===== config.mk =====
export PLATFORM = sky130hd
export DESIGN_NAME = mult16s_share_sched_flat
export DESIGN_NICKNAME = d
export VERILOG_FILES = /design/src/rtl/mult16s_share_sched_if.sv /design/src/rtl/mult16s_share_sched.sv /design/src/flat_wrapper.sv
export SDC_FILE = /design/constraint.sdc
export NUM_CORES = 1
export LEC_CHECK = 0
export ABC_AREA = 1
export BUFFER_PORTS_ARGS = -buffer_cell sky130_fd_sc_hd__buf_2
export CAP_MARGIN = 40
export CORE_ASPECT_RATIO = 0.9
export CORE_MARGIN = 2
export CORE_UTILIZATION = 32
export CTS_BUF_LIST = sky130_fd_sc_hd__clkbuf_16
export DETAILED_ROUTE_END_ITERATION = 7
export PLACE_DENSITY = 0.63
export SLEW_MARGIN = 20
export SYNTH_ARGS = -nofsm -noshare
export SYNTH_HDL_FRONTEND = slang
export SYNTH_SLANG_ARGS = --single-unit

===== constraint.sdc =====
create_clock -name clk -period 2.9 [get_ports clk]
set_input_delay 0.435 -clock clk [delete_from_list [all_inputs] [get_ports clk]]
set_output_delay 0.435 -clock clk [all_outputs]
set_load 0.01 [all_outputs]

===== src/rtl/mult16s_share_sched_if.sv =====
// Request, issue and response signals between requester lanes, the scheduler and the shared multiplier.
// The master modport is the lanes plus multiplier side. The slave modport is the scheduler.
interface mult16s_share_sched_if #(
  parameter int NREQ = 4,
  parameter int W    = 16
);
  localparam int IDW = (NREQ > 1) ? $clog2(NREQ) : 1;

  logic                en;
  logic [NREQ-1:0]     req_valid;
  logic [NREQ*W-1:0]   req_a;
  logic [NREQ*W-1:0]   req_b;
  logic [NREQ-1:0]     req_ready;
  logic                mul_valid;
  logic [W-1:0]        mul_a;
  logic [W-1:0]        mul_b;
  logic [2*W-1:0]      mul_p;
  logic [NREQ-1:0]     rsp_valid;
  logic [IDW-1:0]      rsp_id;
  logic [2*W-1:0]      rsp_data;
  logic                idle;
  logic [15:0]         issue_cnt;

  modport master (
    output en, req_valid, req_a, req_b, mul_p,
    input  req_ready, mul_valid, mul_a, mul_b, rsp_valid, rsp_id, rsp_data, idle, issue_cnt
  );

  modport slave (
    input  en, req_valid, req_a, req_b, mul_p,
    output req_ready, mul_valid, mul_a, mul_b, rsp_valid, rsp_id, rsp_data, idle, issue_cnt
  );
endinterface


===== src/rtl/mult16s_share_sched.sv =====
// Round-robin scheduler that shares one fixed-latency signed multiplier among NREQ requesters.
// A tag pipeline matched to LAT returns each product to its owner.
module mult16s_share_sched #(
  parameter int NREQ = 4,
  parameter int W    = 16,
  parameter int LAT  = 2
) (
  input logic                  clk,
  input logic                  rst_n,
  mult16s_share_sched_if.slave bus
);
  localparam int IDW = (NREQ > 1) ? $clog2(NREQ) : 1;

  logic [IDW-1:0]  r_ptr;
  logic [IDW-1:0]  r_iss_id;
  logic            r_mul_valid;
  logic [W-1:0]    r_mul_a;
  logic [W-1:0]    r_mul_b;
  logic [LAT-1:0]  r_tag_v;
  logic [IDW-1:0]  r_tag_id [LAT];
  logic [NREQ-1:0] r_rsp_valid;
  logic [IDW-1:0]  r_rsp_id;
  logic [2*W-1:0]  r_rsp_data;
  logic [15:0]     r_cnt;

  logic            w_acc;
  logic [IDW-1:0]  w_win;
  logic [NREQ-1:0] w_grant;
  logic [IDW-1:0]  w_ptr_nxt;

  // The first valid requester at or after r_ptr, modulo NREQ, wins.
  always_comb begin : arb
    int unsigned idx;
    idx     = 0;
    w_acc   = 1'b0;
    w_win   = '0;
    w_grant = '0;
    if (bus.en) begin
      for (int unsigned k = 0; k < NREQ; k++) begin
        idx = (32'(r_ptr) + k) % NREQ;
        if (!w_acc && bus.req_valid[idx[IDW-1:0]]) begin
          w_acc = 1'b1;
          w_win = idx[IDW-1:0];
        end
      end
    end
    if (w_acc) w_grant = NREQ'(1) << w_win;
  end

  assign w_ptr_nxt = (32'(w_win) == NREQ - 1) ? '0 : w_win + 1'b1;

  always_ff @(posedge clk) begin
    if (!rst_n) begin
      r_ptr       <= '0;
      r_iss_id    <= '0;
      r_mul_valid <= 1'b0;
      r_mul_a     <= '0;
      r_mul_b     <= '0;
      r_cnt       <= '0;
    end else begin
      r_mul_valid <= w_acc;
      if (w_acc) begin
        r_ptr    <= w_ptr_nxt;
        r_iss_id <= w_win;
        r_mul_a  <= bus.req_a[w_win*W +: W];
        r_mul_b  <= bus.req_b[w_win*W +: W];
        r_cnt    <= r_cnt + 16'd1;
      end
    end
  end

  // Only the valid bits need a reset. The ids are ignored while their valid is low.
  always_ff @(posedge clk) begin
    if (!rst_n) r_tag_v[0] <= 1'b0;
    else        r_tag_v[0] <= r_mul_valid;
    r_tag_id[0] <= r_iss_id;
    for (int unsigned s = 1; s < LAT; s++) begin
      if (!rst_n) r_tag_v[s] <= 1'b0;
      else        r_tag_v[s] <= r_tag_v[s-1];
      r_tag_id[s] <= r_tag_id[s-1];
    end
  end

  always_ff @(posedge clk) begin
    if (!rst_n) begin
      r_rsp_valid <= '0;
      r_rsp_id    <= '0;
      r_rsp_data  <= '0;
    end else if (r_tag_v[LAT-1]) begin
      r_rsp_valid <= NREQ'(1) << r_tag_id[LAT-1];
      r_rsp_id    <= r_tag_id[LAT-1];
      r_rsp_data  <= bus.mul_p;
    end else begin
      r_rsp_valid <= '0;
    end
  end

  assign bus.req_ready = w_grant;
  assign bus.mul_valid = r_mul_valid;
  assign bus.mul_a     = r_mul_a;
  assign bus.mul_b     = r_mul_b;
  assign bus.rsp_valid = r_rsp_valid;
  assign bus.rsp_id    = r_rsp_id;
  assign bus.rsp_data  = r_rsp_data;
  assign bus.issue_cnt = r_cnt;
  assign bus.idle      = ~r_mul_valid & ~|r_tag_v & ~|r_rsp_valid;
endmodule

===== src/flat_wrapper.sv =====
// flat-port wrapper written by rule: the top's interface ports become plain ports
module mult16s_share_sched_flat 
#(
  parameter int NREQ = 4,
  parameter int W    = 16,
  parameter int LAT  = 2
)
  (clk, rst_n, bus_en, bus_req_valid, bus_req_a, bus_req_b, bus_mul_p, bus_req_ready, bus_mul_valid, bus_mul_a, bus_mul_b, bus_rsp_valid, bus_rsp_id, bus_rsp_data, bus_idle, bus_issue_cnt);
  mult16s_share_sched_if #(.NREQ(NREQ), .W(W)) bus_i ();
  input logic clk;
  input logic rst_n;
  input wire logic [$bits(bus_i.en)-1:0] bus_en;
  input wire logic [$bits(bus_i.req_valid)-1:0] bus_req_valid;
  input wire logic [$bits(bus_i.req_a)-1:0] bus_req_a;
  input wire logic [$bits(bus_i.req_b)-1:0] bus_req_b;
  input wire logic [$bits(bus_i.mul_p)-1:0] bus_mul_p;
  output wire logic [$bits(bus_i.req_ready)-1:0] bus_req_ready;
  output wire logic [$bits(bus_i.mul_valid)-1:0] bus_mul_valid;
  output wire logic [$bits(bus_i.mul_a)-1:0] bus_mul_a;
  output wire logic [$bits(bus_i.mul_b)-1:0] bus_mul_b;
  output wire logic [$bits(bus_i.rsp_valid)-1:0] bus_rsp_valid;
  output wire logic [$bits(bus_i.rsp_id)-1:0] bus_rsp_id;
  output wire logic [$bits(bus_i.rsp_data)-1:0] bus_rsp_data;
  output wire logic [$bits(bus_i.idle)-1:0] bus_idle;
  output wire logic [$bits(bus_i.issue_cnt)-1:0] bus_issue_cnt;
  assign bus_i.en = bus_en;
  assign bus_i.req_valid = bus_req_valid;
  assign bus_i.req_a = bus_req_a;
  assign bus_i.req_b = bus_req_b;
  assign bus_i.mul_p = bus_mul_p;
  assign bus_req_ready = bus_i.req_ready;
  assign bus_mul_valid = bus_i.mul_valid;
  assign bus_mul_a = bus_i.mul_a;
  assign bus_mul_b = bus_i.mul_b;
  assign bus_rsp_valid = bus_i.rsp_valid;
  assign bus_rsp_id = bus_i.rsp_id;
  assign bus_rsp_data = bus_i.rsp_data;
  assign bus_idle = bus_i.idle;
  assign bus_issue_cnt = bus_i.issue_cnt;
  mult16s_share_sched #(.NREQ(NREQ), .W(W), .LAT(LAT)) u_core (.clk(clk), .rst_n(rst_n), .bus(bus_i));
endmodule

==> summary.txt <==
Run status
  – Status: finished clean

Yosys
  – Share of the synthesized area in the top cell type: 36.0%
  – #FFs+latches synth: 97
  – Synth warnings: 0
  – Netlist cell types: 31
  – Sequential-to-total area share from yosys stat: 36.0%
  – Largest area contributor in the netlist: dfxtp_1
  – Gate Count Post-Synth: 873
  – Mux cell area share after synthesis: 0%
  – Area share of fa/ha/maj cells after synthesis: 1.16%
  – Synth Area in XOR/XNOR: 0.812%
  – Top post-synthesis cells by area: dfxtp_1, nand2_1, inv_1
  – Synth Area in Compound Gates: 6.24%
  – Synthesized area: 5400 um2
  – Simple-gate share of the synthesized area: 40.3%
  – Synth Net Count: 1,045
  – Largest family of logic cells by synthesized area: simple AND/OR/NAND/NOR gates
  – Mean Syn Cell Area: 6.18 um2

Worst setup path
  – Max FO, Critical Path: 10
  – Critical Path RT: 2470 ps
  – WP data arrival: 2190 ps
  – Worst Reg2Reg Path Length in Cells: 14
  – CP endpoint kind: output port
  – Critical path type: register to output port
  – Critical path launch point type: register

Timing
  – Final worst path period need: 2630 ps
  – Tightest Pin Transition: 640 ps
  – Slew HR: 57.2%
  – Unrepaired setup endpoints after global routing: false
  – Max Clock Freq: 381 MHz
  – Fin Clk Skew: 9.91 ps
  – Count of pins over their slew limit: 0
  – Setup Total Neg Slack: 0 ps
  – Finish-stage setup viols: 0
  – Final Hold Fails: 0
  – Final Hold Slack: 276 ps
  – Final worst slack: 274 ps
  – Final Cycle Share: 90.6%

Floorplanning
  – Ports: 259
  – Core ar.: 16,700 um2
  – Die height: 127 um
  – Initial cell density of the core: 32.4%
  – Die X: 141 um
  – Row count: 45
  – Die ar.: 17,900 um2

Power
  – Final Total Pwr: 0.00420 W
  – Power per cell area: 594 nW/um2
  – Lkg Pwr: 3.98 nW
  – Peak supply drop: 0.278 mV

Routing
  – Final ANT Viol Nets: 0
  – Vias per cell: 4.50
  – Post-DR wirelength/cell: 12.2 um
  – Detailed Route WL: 16,100 um
  – Post-route DRC: 0
  – Initial DRC Count: 281
  – Vias: 5,948
  – TritonRoute pass-1 iters: 5

Global routing
  – Largest net degree at the start of global routing: 92
  – Met3 Usage GRT: 5.88%
  – Vias in the first global route: 5,340
  – Met1 Track Usage GR: 21.7%
  – GRT overflow: 0
  – Grt met2 use: 29.8%
  – GRT Total Usage: 17.6%
  – Gr busiest metal: met2
  – First-pass GRT wire length: 25,700 um
  – Initial antenna violation count: 0

Cells and area
  – Most frequent cells in the layout: nand2_1, buf_2, inv_1, nand3_1, dfxtp_1
  – Layout cells sized above 1: 27.8%
  – Commonest non-fill, non-tap cell in the layout: nand2_1
  – Non-Filler Instances: 1,322
  – Ant. Diodes: 0
  – Nets: 1,278
  – Area growth syn-to-layout: 31.0%

Placed design
  – Post-DP HPWL: 12,000 um
  – GP Congestion: 0.865
  – Placed insts: 1,306
  – Port bufs: 258
  – Pre-CTS setup slack: 304 ps

Clocking
  – Post-CTS Setup Repair Bufs: 0
  – CTS tree: done
  – Clk_lat worst skew: 350 ps
  – Clk buf depth: 2
  – Clock root buffer: clkbuf_16
  – Clk slew on worst S/H paths: 80 ps
  – CTS buffer count: 9
  – Clk sinks: 97
  – H-tree Lvls: 3

Worst hold path
  – Worst Hold Class: input port to register
  – WHS Path Cells: 3

Flow run
  – Max Cap Viol: 0
-- worst max-delay path, cell delays in order (launching register included) --
cell and delay (ps):
dfxtp_4 430, inv_6 70, nand2_1 60, nand2_1 70, nand2_1 90, nand2_1 90, nor2_4 140, nand3_1 80
nand2_1 100, inv_2 50, nand2_4 130, ha_1 180, inv_1 40, nor2_1 170, buf_2 170
-- sequential cells by signal, summed over array words and instances (netlist names), 4 cells and up --
| register | count |
|---|---|
| u_core.bus.issue_cnt | 16 |
| u_core.bus.rsp_valid | 4 |
| u_core.bus.rsp_data | 32 |
| u_core.bus.mul_a | 16 |
| u_core.bus.mul_b | 16 |
| u_core.r_tag_id | 4 |
-- logic make-up after synthesis --
| logic type | count (synthesis) |
|---|---|
| AOI/OAI and AO/OA | 66 |
| DFF | 97 |
| and+or+nand+nor | 510 |
| adders and majority gates | 5 |
| buffers and inverters | 190 |
| xor gates and xnor gates | 5 |
-- synthesized netlist by cell type, drive strengths merged --
cell / count
a211oi: 2
a21oi: 16
buf: 34
clkbuf: 12
dfxtp: 97
ha: 5
inv: 144
nand2: 314
nand3: 99
nand3b: 8
nand4: 3
nor2: 63
nor3: 13
nor4: 3
o21ai: 47
o22ai: 1
or2: 6
or4: 1
xnor2: 3
xor2: 2
-- final timing paths --
check | from | end | slack, ps
min | bus_mul_p[22] | u_core.bus.rsp_data[22]$_SDFFE_PN0P_ | 280
max | u_core.r_ptr[0]$_SDFFE_PN0P_ | bus_req_ready[0] | 270
max reg2reg | u_core.r_ptr[0]$_SDFFE_PN0P_ | u_core.bus.issue_cnt[7]$_SDFFE_PN0P_ | 640
min reg2reg | u_core.r_tag_id[0][0]$_DFF_P_ | u_core.r_tag_id[0][2]$_DFF_P_ | 330
-- routing by layer --
metal | part of all wire [%] | vias up
met3 | 8.2 | 15
met5 | 0 | -
met4 | 1.1 | 0
li1 | - | 3134
met2 | 46 | 239
met1 | 44 | 2560
-- through the flow --
stage | instance area [um2] | utilization [%]
finish | 7070 | 42.4
global route | 7070 | 42.4
CTS | 7060 | 42.3
detailed placement | 6750 | 40.5
global placement | 6750 | 40.5
floorplan | 5400 | -
-- timing repair --
action	CTS	global route
pin swaps	0	0
hold buffers	0	0
setup endpoints to repair	3	3
gates resized for setup	1	6
gates cloned	0	0
-- report_power, final --
part	internal [W]	switching [W]
sequential	0.00147	0.0000819
clock	0.000615	0.000580
combinational	0.000519	0.000937
total	0.00260	0.00160
-- cell type report --
cell class | instances | area (um2)
multi-input cells | 586 | 2620
repair buffers | 268 | 1380
flip-flops and latches | 97 | 1950
fillers | 1821 | 9600
clock buffers | 9 | 225
well taps | 211 | 264
clock inverters | 7 | 81.3
inverters | 144 | 551
Note: power is estimated with default switching activity, not from simulation.
